`src/rtl/phy_pkg.sv`:
```
// Shared types and helpers for the multi-lane PHY receiver.
// Lane alignment states, default comma symbol and a clog2 helper.
package phy_pkg;

  typedef enum logic [1:0] {
    SEARCH = 2'd0,
    COUNT  = 2'd1,
    ACTIVE = 2'd2
  } lane_st_t;

  localparam logic [7:0] COMMA_DEF = 8'hBC;

  function automatic int clog2(input int n);
    int r;
    r = 0;
    for (int i = 0; i < 31; i++) begin
      if ((1 << i) < n) r = i + 1;
    end
    return r;
  endfunction

endpackage

```
`src/rtl/phy_lane_sp.sv`:
```
// One serial lane: MSB-first deserialiser, comma alignment FSM
// and word holding register with a word-boundary load strobe.
module phy_lane_sp
  import phy_pkg::*;
#(
  parameter int             WIDTH     = 8,
  parameter logic [WIDTH-1:0] COMMA   = COMMA_DEF,
  parameter int             ALIGN_CNT = 4
) (
  input  logic             clk_8f,
  input  logic             reset,
  input  logic             bit_in,
  output logic             active,
  output logic             load,
  output logic [WIDTH-1:0] word
);

  localparam int BW0 = clog2(WIDTH);
  localparam int BW  = (BW0 < 1) ? 1 : BW0;
  localparam int CW0 = clog2(ALIGN_CNT + 1);
  localparam int CW  = (CW0 < 1) ? 1 : CW0;

  lane_st_t         st;
  logic [WIDTH-2:0] sr;
  logic [WIDTH-1:0] sr_nxt;
  logic [BW-1:0]    bcnt;
  logic [CW-1:0]    ccnt;
  logic             bnd;
  logic             is_comma;

  // Comparisons include the bit being sampled on this edge.
  assign sr_nxt   = {sr, bit_in};
  assign bnd      = (bcnt == BW'(WIDTH - 1));
  assign is_comma = (sr_nxt == COMMA);

  assign active = (st == ACTIVE);
  assign load   = active && bnd;

  always_ff @(posedge clk_8f or negedge reset) begin
    if (!reset) begin
      st   <= SEARCH;
      sr   <= '0;
      bcnt <= '0;
      ccnt <= '0;
      word <= '0;
    end else begin
      sr   <= sr_nxt[WIDTH-2:0];
      bcnt <= bnd ? '0 : bcnt + 1'b1;
      unique case (st)
        SEARCH: begin
          if (is_comma) begin
            bcnt <= '0;
            ccnt <= CW'(1);
            st   <= COUNT;
          end
        end
        COUNT: begin
          if (bnd) begin
            if (is_comma) begin
              ccnt <= ccnt + 1'b1;
              if (ccnt == CW'(ALIGN_CNT - 1)) st <= ACTIVE;
            end else begin
              ccnt <= '0;
              st   <= SEARCH;
            end
          end
        end
        ACTIVE: begin
          if (bnd) word <= sr_nxt;
        end
        default: st <= SEARCH;
      endcase
    end
  end

endmodule

```
`src/rtl/phy_rx_lanes.sv`:
```
// N-lane PHY receiver: per-lane alignment plus a round-robin
// unstriper merging active lanes into one word stream.
module phy_rx_lanes
  import phy_pkg::*;
#(
  parameter int               LANES     = 2,
  parameter int               WIDTH     = 8,
  parameter logic [WIDTH-1:0] COMMA     = COMMA_DEF,
  parameter int               ALIGN_CNT = 4
) (
  input  logic             clk_8f,
  input  logic             reset,
  input  logic [LANES-1:0] data_in,
  output logic [WIDTH-1:0] data_out,
  output logic             valid_out,
  output logic [LANES-1:0] active_out,
  output logic             overrun_out
);

  localparam int PW0 = clog2(LANES);
  localparam int PW  = (PW0 < 1) ? 1 : PW0;

  logic [LANES-1:0] act;
  logic [LANES-1:0] load;
  logic [LANES-1:0] full;
  logic [LANES-1:0] take;
  logic [WIDTH-1:0] hold [LANES];
  logic [PW-1:0]    ptr;
  logic [PW-1:0]    ptr_nxt;
  logic             all_act;
  logic [WIDTH-1:0] cur;

  for (genvar g = 0; g < LANES; g++) begin : g_lane
    phy_lane_sp #(
      .WIDTH    (WIDTH),
      .COMMA    (COMMA),
      .ALIGN_CNT(ALIGN_CNT)
    ) u_lane (
      .clk_8f(clk_8f),
      .reset (reset),
      .bit_in(data_in[g]),
      .active(act[g]),
      .load  (load[g]),
      .word  (hold[g])
    );
  end

  assign active_out = act;
  assign all_act    = &act;
  assign cur        = hold[ptr];
  assign ptr_nxt    = (ptr == PW'(LANES - 1)) ? '0 : ptr + 1'b1;

  always_comb begin
    take = '0;
    if (all_act && full[ptr]) take[ptr] = 1'b1;
  end

  // Until every lane is aligned, loads are dropped and ptr parks at 0.
  always_ff @(posedge clk_8f or negedge reset) begin
    if (!reset) begin
      full        <= '0;
      ptr         <= '0;
      data_out    <= '0;
      valid_out   <= 1'b0;
      overrun_out <= 1'b0;
    end else begin
      valid_out <= 1'b0;
      if (!all_act) begin
        full <= '0;
        ptr  <= '0;
      end else begin
        full <= (full & ~take) | load;
        if (|(load & full & ~take)) overrun_out <= 1'b1;
        if (|take) begin
          ptr <= ptr_nxt;
          if (cur != COMMA) begin
            data_out  <= cur;
            valid_out <= 1'b1;
          end
        end
      end
    end
  end

endmodule
```
`config.mk`:
```
export PLATFORM = sky130hd
export DESIGN_NAME = phy_rx_lanes
export DESIGN_NICKNAME = d
export VERILOG_FILES = /design/src/rtl/phy_pkg.sv /design/src/rtl/phy_lane_sp.sv /design/src/rtl/phy_rx_lanes.sv
export SDC_FILE = /design/constraint.sdc
export NUM_CORES = 1
export LEC_CHECK = 0
export BUFFER_PORTS_ARGS = -buffer_cell sky130_fd_sc_hd__buf_2
export CORE_ASPECT_RATIO = 0.6
export CORE_MARGIN = 2
export CORE_UTILIZATION = 60
export CTS_CLUSTER_DIAMETER = 80
export DETAILED_ROUTE_END_ITERATION = 16
export GPL_TIMING_DRIVEN = 1
export HOLD_SLACK_MARGIN = 0.1
export PLACE_DENSITY = 0.85
export SYNTH_ARGS = -nofsm -noshare
export SYNTH_HDL_FRONTEND = slang
export SYNTH_SLANG_ARGS = --single-unit
```
`constraint.sdc`:
```
create_clock -name clk_8f -period 4.13 [get_ports clk_8f]
set_input_delay 0.2065 -clock clk_8f [delete_from_list [all_inputs] [get_ports clk_8f]]
set_output_delay 0.2065 -clock clk_8f [all_outputs]
set_load 0.05 [all_outputs]
```
Word level (Yosys, flattened, before mapping)
Cells that the tools add are included.
{"block": "word_totals", "ff_bits": 59, "latch_bits": 0, "mem_bits_rw": 0, "rom_bits": 0, "in_bits": 4, "out_inout_bits": 12, "word_cells": 107, "mem_count": 0}
{"block": "op_classes", "add_sub_neg": 5, "mul": 0, "n_div": 0, "n_lt_le_gt_ge": 3, "eq_ne": 18, "shifts": 0, "n_mux": 39, "bitwise_logic": 8, "n_reduce_logical": 19}
{"operator": "two-way mux 3 bit", "n": 12}
{"operator": "two-way mux 8 bit", "n": 3}
{"operator": "two-way mux 2 bit", "n": 10}
{"operator": "== test 8 bit, second input constant", "n": 2}
{"operator": "adder 3 x 1 -> 3 bit, second input constant", "n": 4}
{"operator": "one-hot mux 2 bit (3 select lines)", "n": 2}
{"operator": "one-hot mux 3 bit (2 select lines)", "n": 2}
{"operator": "AND reduction 4 bit", "n": 3}
{"operator": "inequality test 2 x 1 -> 1 bit, second input constant", "n": 5}
{"operator": "two-way mux 1 bit", "n": 9}
{"operator": "AND reduction 3 bit", "n": 3}
{"operator": "inequality test 8 bit, second input constant", "n": 1}
{"operator": "AND 2 bit", "n": 3}
{"operator": "== test 3 x 2 -> 1 bit, second input constant", "n": 2}
{"operator": "== test 3 bit, second input constant", "n": 2}
{"operator": "inequality test 3 bit, second input constant", "n": 2}
{"operator": "AND reduction 2 bit", "n": 3}
{"operator": "== test 2 x 1 -> 1 bit, second input constant", "n": 2}
{"operator": "== test 2 bit, second input constant", "n": 2}
{"operator": "logical AND 1 bit", "n": 4}
{"operator": "zero test 2 bit", "n": 2}
{"operator": "nonzero test 2 bit", "n": 2}
{"operator": "OR reduction 2 bit", "n": 2}
{"operator": "greater-or-equal comparator 2 bit, second input constant", "n": 1}
{"operator": "other kinds (8)", "n": 9}

Depth between registers and ports, before layout
Gate-level depths: netlist of run 1.
{"block": "depth", "depth_word": 9, "mapped_depth": 6, "ltp_nobuf": 6}

Cells and area by module
Synthesis of run 1 repeated with hierarchy kept, for this count alone.
{"block": "unflattened", "cells_unflattened": 195, "area_unflattened_um2": 2591.2}
{"mod": "phy_lane_sp", "instances": 2, "cells_per_inst": 69, "area_per_inst_um2": 945.9}
{"mod": "phy_rx_lanes", "instances": 1, "cells_per_inst": 57, "area_per_inst_um2": 699.4}

Least setup slack after synthesis of run 1
Ideal clock, no wire load.
{"block": "synth_path", "path_type": "flip-flop to flip-flop", "from": "register g_lane[1].u_lane.st[0]", "to": "register data_out[0]", "setup_time_ps": 125, "arrival_time_ps": 1550, "t_required_ps": 4005, "setup_slack_ps": 2455, "path_stages_with_launch": 7, "path_buffers": 2, "cell_sequence": "dfrtp_1 -> buf_2 -> nor2b_2 -> buf_4 -> nand2_4 -> a211oi_4 -> mux2_4"}
{"block": "synth_via", "elab_chain_cells": 6}
{"item": "from (decl)", "line": "phy_lane_sp.sv:23", "source": "lane_st_t st;"}
{"item": "from (signal assigned)", "line": "phy_lane_sp.sv:41", "source": "st <= SEARCH;"}
{"item": "from (signal assigned)", "line": "phy_lane_sp.sv:54", "source": "st <= COUNT;"}
{"item": "from (signal assigned)", "line": "phy_lane_sp.sv:61", "source": "if (ccnt == CW'(ALIGN_CNT - 1)) st <= ACTIVE;"}
{"item": "== test 2 bit *", "line": "phy_lane_sp.sv:36", "source": "assign active = (st == ACTIVE);"}
{"item": "via g_lane[1].u_lane.active", "line": "phy_lane_sp.sv:13", "source": "output logic active,"}
{"item": "AND reduction 2 bit", "line": "phy_rx_lanes.sv:49", "source": "assign all_act = &act;"}
{"item": "logical AND 1 bit", "line": "phy_rx_lanes.sv:55", "source": "if (all_act && full[ptr]) take[ptr] = 1'b1;"}
{"item": "two-way mux 2 bit", "line": "phy_rx_lanes.sv:55"}
{"item": "OR reduction 2 bit", "line": "phy_rx_lanes.sv:74", "source": "if (|take) begin"}
{"item": "AND reduction 4 bit (no source line) *"}
{"item": "to (signal assigned)", "line": "phy_rx_lanes.sv:77", "source": "data_out <= cur;"}
{"item": "to (decl)", "line": "phy_rx_lanes.sv:14", "source": "output logic [WIDTH-1:0] data_out,"}
The timed path passes the listed nets; every way through them passes the cells marked *.
A chain may end at the register's enable or synchronous reset.

Worst setup path in the final report of run 1
{"block": "layout_path", "from": "register ptr", "to": "register data_out[2]"}
{"block": "layout_via", "elab_chain_cells": 7, "elab_cells_between_ends": 16, "cone_classes": "2 x order compare; 1 x eq/ne; 8 x mux; 1 x bitwise; 4 x reduce/logical"}
{"item": "from (decl)", "line": "phy_rx_lanes.sv:28", "source": "logic [PW-1:0] ptr;"}
{"item": "from (signal assigned)", "line": "phy_rx_lanes.sv:75", "source": "ptr <= ptr_nxt;"}
{"item": "less-than comparator 1 x 2 -> 1 bit (not written as such) or greater-or-equal comparator 1 bit (tied branches)", "line": "phy_rx_lanes.sv:55"}
{"item": "logical AND 1 bit (not written as such)", "line": "phy_rx_lanes.sv:55"}
{"item": "two-way mux 1 bit (not written as such)", "line": "phy_rx_lanes.sv:55"}
{"item": "demux 1 bit (select 1 bit)", "line": "phy_rx_lanes.sv:55"}
{"item": "two-way mux 2 bit", "line": "phy_rx_lanes.sv:55"}
{"item": "OR reduction 2 bit", "line": "phy_rx_lanes.sv:74"}
{"item": "AND reduction 4 bit (no source line)"}
Parallel ways exist; a longest one is shown, timed or not. The select of a mux whose other input is x is not followed.

==> out/results.ini, run 1 <==
[synth]
syn_area_per_cell_um2=13.92
ys.flop_type=dfrtp_1
synth_edf_count=0
synthTopCellsByArea=dfrtp_1, mux2_2, mux2_4
yosysTopAreaCellShare_pct=58.59
ys_seq_elements=59
synth_cells=181
async_flop_share_pct=100.0
synth_fp_nets=193
netlist_area_mm2=0.002520
ys.warnings.count=0
yosys.area.top_type=dfrtp_1
synth_cell_types=41
seq_area_frac_synth_pct=58.59

[die]
start_util_pct=61.82
die_x_um=87.67
num_rows=18
io_pins=16
die_y_um=54.20
die-area_mm2=0.004751
coreArea_mm2=0.004076

[clocking]
cts.path.max_buffers=2
cts.sinks=59
numCtsBuffers=9
cts_resized=0
clkLatencyLatePin_ns=0.33
hold_buffers=3
cts_tree=yes
cts.clk_slew.worst_paths_ns=0.06
cts_root_buf=clkbuf_8
htreeDepth=3
cts_setup_buffers=0

[timing]
slew_viol_final=0
finalHoldViolations=0
worst_slew_pin_slew_ns=0.7714
finClkSkew_ns=0.007004
fin_setup_tns_ns=0
min_period_over_period_pct=52.35
rsz0062_at_grt=no
final.min_clock_period_ns=2.162
fmax_ghz=0.4625
relSlewSlack_pct=48.10
final-setup-viol-count=0

[route]
drt_first_iter_violations=94
wirelength_mm=4.598
drc=0
drt-wirelength-per-cell_um=17.22
firstDrtPassIters=4
viasPerCell=5.603
ant_nets=0
vias=1496

[final_layout]
instances_no_fill=267
drive_gt1_share_pct=33.33
fillers=281
regArea_mm2=0.001476
syn2layout_area_growth_pct=12.61
final_area_mm2=0.002838
multi_input_area_um2=967.2
num_antenna_cells=0
nets=214

[power]
p_sw_w=0.0003198
power_density_mw_per_mm2=457.7
irDropWorstVdd_mv=0.3071
netSwitchingFraction_pct=24.62
internal_power_w=0.0009790
clkPwrFrac_pct=37.7
comb_power_share_pct=11.0
leakagePower_nw=1.396
p_seq_share_pct=51.2

[setup_path]
cp.required_ns=4.34
cp.arrival_ns=2.37
startpoint_type=register
crit_slowest_cell=dfrtp_1
crit_family=compound AO/OA/AOI/OAI gates
path_class=reg -> reg
worst-r2r-setup-slack_ns=1.97
worstPathMaxFanout=17
path_cells=nand4b_1, o22ai_1, a211oi_4, mux2_4
path_buf_inv=0
cpPeakStageDelay_ns=0.72
endpoint_kind=register

[global_route]
grt_pass1_vias=1497
grt_first_pass_wirelength_mm=7.286
antenna_found_initial=0
grt_usage_pct=21.94
grt-ovfl-total=0
grt_start_max_net_pins=60

[min_path]
hold_path_class=reg -> reg

[run]
maxCapViolCount=0

[place]
dpl.hpwl_mm=3.187
portBuffers=15
place_area_mm2=0.002616
place_congestion=0.8053
place_inst=248

[outcome]
status=finished, final reports clean

[layout make-up]
class / instances / area share [%]
Clock buffer: 15 / 6.570
Clock inverter: 1 / 0.1764
Inverter: 4 / 0.5291
Multi-Input combinational cell: 109 / 34.08
Sequential cell: 59 / 52.03
Tap cell: 60 / 2.646
Timing Repair Buffer: 19 / 3.968
[metal layers]
layer  track usage [%]  vias up  wire [um]
met5                 0        -          0
met4             8.462        0         27
met3             9.049        4        254
met2             31.06       37       2045
met1             30.35      758       2270
li1                  -      697          -
[through the flow]
stage          total power, W  setup WS, ns  hold slack, ns  util [%]
2_1_floorplan       0.0007647         2.455        -0.08909         -
3_3_place_gp        0.0007924         2.121          0.3702     64.18
3_5_place_dp        0.0008186         2.020          0.3750     64.18
4_1_cts              0.001315         1.991          0.3991     69.61
5_1_grt              0.001361         1.832          0.4126     69.61
6_report             0.001299         1.968          0.3938     69.61
[Yosys cell counts (all sizes together), types with 3 or more instances]
cell type	n
mux2	32
inv	4
buf	7
dfrtp	59
a21oi	4
nand2	9
a22o	3
nor2	7
ha	8
nor2b	9
nor3	3
[worst reg2reg max path, stage by stage (launching register included)]
cell      delay [ns]
dfrtp_1         0.72
nand4b_1        0.20
o22ai_1         0.12
a211oi_4        0.65
mux2_4          0.36
[cells in the final DEF (no fill, tap or decap), types with 4 or more instances in the layout]
master	count
dfrtp_1	59
mux2_2	24
buf_2	15
clkbuf_8	13
nor2b_1	8
nand2_1	8
mux2_4	8
ha_1	8
nor2_1	7
inv_1	4
a21oi_1	4
[state kept, by name (all words and copies together), names as in the netlist]
register,cells
g_lane.u_lane.bcnt,6
g_lane.u_lane.st,4
data_out,8
full,2
ptr,1
overrun_out,1
g_lane.u_lane.sr,14
g_lane.u_lane.word,16
g_lane.u_lane.ccnt,6
valid_out,1
[power by group through the flow]
stage | Sequential, W | Combinational [W] | Clock (W)
CTS | 0.000666 | 0.000147 | 0.000502
global route | 0.000673 | 0.000165 | 0.000524
floorplan | 0.000662 | 0.000103 | 0
global placement | 0.000671 | 0.000122 | 0
detailed placement | 0.000677 | 0.000142 | 0
finish | 0.000665 | 0.000143 | 0.000490
[worst paths after layout]
| path | from | end | depth (start not counted) |
|---|---|---|---|
| max | ptr | data_out[2] | 4 |
| min | g_lane[1].u_lane.sr[2] | g_lane[1].u_lane.sr[3] | 0 |
| max reg2reg | ptr | data_out[2] | 4 |
| min reg2reg | g_lane[1].u_lane.sr[2] | g_lane[1].u_lane.sr[3] | 0 |
| max in group asynchronous | reset | g_lane[0].u_lane.sr[1] | 3 |
| min in group asynchronous | reset | g_lane[1].u_lane.word[0] | 3 |
[logic make-up after synthesis]
kind of cell               after synthesis  share of synthesized area, %
buffers and inverters                   13                         3.029
and+or+nand+nor                         43                         10.18
DFF                                     59                         58.59
muxes                                   33                         15.89
AOI/OAI and AO/OA                       25                         8.342
adders and majority gates                8                         3.972
Note: power is estimated with default switching activity, not from simulation.
==> inputs of run 2 (changes only) <==
--- a/config.mk
+++ b/config.mk
@@ -8,12 +8,12 @@
 export BUFFER_PORTS_ARGS = -buffer_cell sky130_fd_sc_hd__buf_2
 export CORE_ASPECT_RATIO = 0.6
 export CORE_MARGIN = 2
-export CORE_UTILIZATION = 60
+export CORE_UTILIZATION = 59
 export CTS_CLUSTER_DIAMETER = 80
 export DETAILED_ROUTE_END_ITERATION = 16
 export GPL_TIMING_DRIVEN = 1
 export HOLD_SLACK_MARGIN = 0.1
-export PLACE_DENSITY = 0.85
+export PLACE_DENSITY = 0.84
 export SYNTH_ARGS = -nofsm -noshare
 export SYNTH_HDL_FRONTEND = slang
 export SYNTH_SLANG_ARGS = --single-unit
==> constraint.sdc (replaced) <==
create_clock -name clk_8f -period 2.1 [get_ports clk_8f]
set_input_delay 0.105 -clock clk_8f [delete_from_list [all_inputs] [get_ports clk_8f]]
set_output_delay 0.105 -clock clk_8f [all_outputs]
set_load 0.05 [all_outputs]
==> run 2 against run 1 <==
  * Register-to-register slack got worse by 1.8 ns
  * Combinational power rose by 100%
  * Clock power rose by 87%
  * Worst hold slack got worse by 0.078 ns
  * Final area rose by 1.6%
  * Cell count rose by 1.9%
  * Sequential share of layout area fell by 0.81 points
  * Flip-flop and latch count did not move
  * Non-clock buffer count rose by 6
  * Critical path depth did not move
  * First-iteration DRC count fell by 15%
  * Clock skew rose by 0.0020 ns
  * Critical path type unchanged
  * Largest power group unchanged
  * Highest routed layer unchanged
==> out/results.ini, run 2 (synthesis gave the netlist of run 1 again) <==
[power]
p_sw_w=0.0006231
comb_power_share_pct=11.4
netSwitchingFraction_pct=24.79
irDropWorstVdd_mv=0.4793
leakagePower_nw=1.429
internal_power_w=0.001891
clkPwrFrac_pct=36.5
p_seq_share_pct=52.1
power_density_mw_per_mm2=872.0

[setup_path]
crit_slowest_cell=a211oi_4
path_class=reg -> reg
path_cells=nand4b_1, o22ai_1, a211oi_4, mux2_4
crit_family=compound AO/OA/AOI/OAI gates
worstPathMaxFanout=12
cp.required_ns=2.31
path_buf_inv=0
endpoint_kind=register
startpoint_type=register
cpPeakStageDelay_ns=0.63
r2r_cells=4
crit_cells=4
cp.arrival_ns=2.16

[clocking]
cts_setup_buffers=0
cts.path.max_buffers=2
hold_buffers=3
cts.clk_slew.worst_paths_ns=0.06
clkLatencyLatePin_ns=0.33
cts.sinks=59
numCtsBuffers=9
cts_tree=yes
htreeDepth=3
cts_resized=0
cts_root_buf=clkbuf_8

[die]
start_util_pct=61.48
die_y_um=54.62
coreArea_mm2=0.004099
num_rows=18
io_pins=16
die-area_mm2=0.004827
die_x_um=88.37

[timing]
finalHoldViolations=0
relSlewSlack_pct=55.61
fin_setup_tns_ns=0
final-setup-viol-count=0
min_period_over_period_pct=92.80
whs_ns=0.3157
slew_viol_final=0
final.min_clock_period_ns=1.949
fmax_ghz=0.5131
finClkSkew_ns=0.009025
rsz0062_at_grt=no
worst_slew_pin_slew_ns=0.6637

[place]
dpl.hpwl_mm=3.334
place_inst=254
place_area_mm2=0.002674
place_congestion=0.8038
portBuffers=15

[global_route]
grt-ovfl-total=0
grt_usage_pct=23.43
antenna_found_initial=0
grt_first_pass_wirelength_mm=7.879
grt_start_max_net_pins=34
grt_pass1_vias=1562

[final_layout]
final_cell_mix=dfrtp_1, mux2_2, buf_2
final_area_mm2=0.002883
top_register=g_lane.u_lane.word
drive_gt1_share_pct=35.38
nets=220
instances_no_fill=272
syn2layout_area_growth_pct=14.40
layout_commonest_cell=dfrtp_1
num_antenna_cells=0
largest_reg_flops=16
top_regs=g_lane.u_lane.word x16, g_lane.u_lane.sr x14, data_out x8
fillers=285

[route]
drt_first_iter_violations=80
viasPerCell=5.529
vias=1504
wirelength_mm=4.623
ant_nets=0
drt-wirelength-per-cell_um=17.00
firstDrtPassIters=4
drc=0

[min_path]
hold_path_class=in -> async

[outcome]
status=finished, final reports clean

[run]
maxCapViolCount=0

run 2: cell count changes in the layout (fill, tap and decap cells not counted), sizes merged:
cell    change
clkbuf      -2
clkinv      +1
buf         +6
run 2: layout make-up:
cell class              count  area [um^2]  area share, %
flip-flops and latches     59         1476          51.22
multi-input cells         109        967.2          33.55
repair buffers             25        170.2          5.903
clock buffers              13        168.9          5.859
well taps                  60        75.07          2.604
inverters                   4        15.01         0.5208
clock inverters             2        10.01         0.3472
run 2: stage by stage:
stage	util, %	power, W	setup WS, ns
after floorplan	-	0.001504	0.4247
after global placement	65.23	0.001569	0.2501
after detailed placement	65.23	0.001604	0.1603
after CTS	70.33	0.002531	0.1442
after global routing	70.33	0.002650	0.04275
final	70.33	0.002514	0.1512
run 2: power groups by stage:
stage | sequential [W] | combinational, W | clock, W
after floorplan | 0.00130 | 0.000203 | 0
after global placement | 0.00132 | 0.000249 | 0
after detailed placement | 0.00133 | 0.000277 | 0
after CTS | 0.00131 | 0.000289 | 0.000933
after global routing | 0.00132 | 0.000327 | 0.00100
final | 0.00131 | 0.000287 | 0.000917
run 2: routing by layer:
metal  global-route usage (%)  up-vias  routed length (um)
met2                    35.34       37                2049
met5                        0        -                   0
met4                    6.818        0                  60
li1                         -      709                   -
met3                    10.86        8                 251
met1                    30.85      750                2262
run 2: path summary, 6_finish.rpt:
check                                            start                  endpoint  slack, ns
min in group clk_8f             g_lane[0].u_lane.sr[5]    g_lane[0].u_lane.sr[6]       0.39
worst min-delay path                             reset  g_lane[0].u_lane.word[5]       0.32
worst max-delay path                               ptr               data_out[3]       0.15
worst max register to register                     ptr               data_out[3]       0.15
worst min register to register  g_lane[0].u_lane.sr[5]    g_lane[0].u_lane.sr[6]       0.39
max in group asynchronous                        reset    g_lane[1].u_lane.sr[2]       1.21
==> inputs of run 3 (changes only) <==
--- a/config.mk
+++ b/config.mk
@@ -14,6 +14,7 @@
 export GPL_TIMING_DRIVEN = 1
 export HOLD_SLACK_MARGIN = 0.1
 export PLACE_DENSITY = 0.84
+export SETUP_SLACK_MARGIN = 0.5
 export SYNTH_ARGS = -nofsm -noshare
 export SYNTH_HDL_FRONTEND = slang
 export SYNTH_SLANG_ARGS = --single-unit
==> run 3 against run 2 <==
  * Sequential power hardly changed
  * Routed wire length up 11%
  * Power up 5.7%
  * Flip-flop and latch count is the same
  * First-iteration DRC count grew 19%
  * Die area unchanged
  * Critical endpoint is now data_out[2]
  * Critical path depth up 2
==> out/results.ini, run 3 (synthesis gave the netlist of run 1 again) <==
[timing]
finalHoldViolations=0
rsz0062_at_grt=yes
final-setup-viol-count=0
finClkSkew_ns=0.007540
fmax_ghz=0.6116
relSlewSlack_pct=52.05
worst_slew_pin_slew_ns=0.7193
final.min_clock_period_ns=1.635
slew_viol_final=0
min_period_over_period_pct=77.86
fin_setup_tns_ns=0

[outcome]
status=finished, final reports clean

[die]
die-area_mm2=0.004827
start_util_pct=61.48
die_y_um=54.62
coreArea_mm2=0.004099
num_rows=18
io_pins=16
die_x_um=88.37

[global_route]
grt_start_max_net_pins=60
grt_usage_pct=23.42
grt_pass1_vias=1587
grt_first_pass_wirelength_mm=7.900
antenna_found_initial=0
grt-ovfl-total=0

[setup_path]
r2r-end=data_out[2]
r2r_cells=6
worstSetupStartpoint=ptr
r2r_start=ptr
cp.arrival_ns=1.85
endpoint_kind=register
worst-r2r-setup-slack_ns=0.46
worstPathMaxFanout=5
crit_end=data_out[2]
cp.required_ns=2.32
startpoint_type=register
path_class=reg -> reg

[route]
drt-wirelength-per-cell_um=18.53
drt_first_iter_violations=95
ant_nets=0
wirelength_mm=5.152
vias=1589
firstDrtPassIters=4
viasPerCell=5.716
drc=0

[clocking]
cts.clk_slew.worst_paths_ns=0.07
numCtsBuffers=9
cts.sinks=59
cts_tree=yes
clkLatencyLatePin_ns=0.34
cts_root_buf=clkbuf_8
cts.path.max_buffers=2
htreeDepth=3

[final_layout]
multi_input_area_mm2=0.001056
largest_reg_flops=16
regArea_mm2=0.001479
top_register=g_lane.u_lane.word
syn2layout_area_growth_pct=20.16
num_antenna_cells=0
drive_gt1_share_pct=43.58
fillers=255
top_regs=g_lane.u_lane.word x16, g_lane.u_lane.sr x14, data_out x8
final_cell_mix=dfrtp_1, mux2_2, clkbuf_8, buf_2, buf_4
layout_commonest_cell=dfrtp_1
nets=225

[min_path]
hold_path_class=reg -> reg
min_path_cells=0

[place]
place_congestion=0.8587
dpl.hpwl_mm=3.205
portBuffers=15

[power]
comb_power_share_pct=13.3
internal_power_w=0.001974
power_density_mw_per_mm2=877.4
p_seq_share_pct=49.9
p_sw_w=0.0006826
finalPower_w=0.002657
irDropWorstVdd_mv=0.6250
clkPwrFrac_pct=36.8
leakagePower_nw=1.479
netSwitchingFraction_pct=25.69

[run]
maxCapViolCount=0

==> run 3: layer usage <==
metal,up-vias,wire length (um),global-route usage [%]
met1,810,2387,30.82
met2,47,2398,34.21
li1,721,-,-
met3,11,259,10.86
met5,-,0,0
met4,0,106,9.091
==> run 3: metrics by stage <==
stage / area, um^2 / utilization (%) / hold slack, ns / cells / worst slack (ns)
final: 3028 / 73.87 / 0.3985 / 278 / 0.4650
after global routing: 3028 / 73.87 / 0.4179 / 278 / 0.4201
after CTS: 2937 / 71.64 / 0.3966 / 276 / 0.4427
after detailed placement: 2654 / 64.74 / 0.2578 / 253 / 0.1725
after global placement: 2654 / 64.74 / 0.2567 / 253 / 0.2525
after floorplan: 2522 / - / -0.1906 / 181 / 0.4256
==> run 3: worst max-delay path, stage by stage, from the launching register on <==
cell	delay [ns]
dfrtp_2	0.43
buf_6	0.12
nand4_1	0.08
o22ai_2	0.11
a211oi_4	0.28
buf_6	0.18
mux2_4	0.30
==> run 3: worst min-delay path by stage <==
stage	start	endpoint	slack, ns
after global routing	g_lane[0].u_lane.sr[4]	g_lane[0].u_lane.sr[5]	0.42
after detailed placement	data_in[0]	g_lane[0].u_lane.sr[0]	0.26
after CTS	g_lane[0].u_lane.sr[5]	g_lane[0].u_lane.sr[6]	0.40
final	g_lane[0].u_lane.sr[4]	g_lane[0].u_lane.sr[5]	0.40
after floorplan	reset	data_out[0]	-0.19
after global placement	data_in[0]	g_lane[0].u_lane.sr[0]	0.26
==> run 3: cell type report <==
| type | count | area share, % |
|---|---|---|
| tap | 60 | 2.479 |
| inverter | 4 | 0.4959 |
| clock inverter | 1 | 0.1653 |
| sequential | 59 | 48.84 |
| timing repair buffer | 30 | 6.983 |
| clock buffer | 15 | 6.157 |
| multi-input combinational | 109 | 34.88 |
==> run 3: power by group through the flow <==
stage | logic [W] | clock network, W | registers, W
finish | 0.000354 | 0.000978 | 0.00132
global placement | 0.000245 | 0 | 0.00132
global route | 0.000403 | 0.00103 | 0.00133
floorplan | 0.000204 | 0 | 0.00130
detailed placement | 0.000285 | 0 | 0.00133
CTS | 0.000304 | 0.000991 | 0.00131
==> run 3: timing repair <==
item                                    CTS  global route
endpoints found under the setup margin   31            30
pin swaps                                 3             7
hold endpoints to repair                 63             0
resized for setup                         9            16
hold buffers                              3             0
setup buffers                             4             2
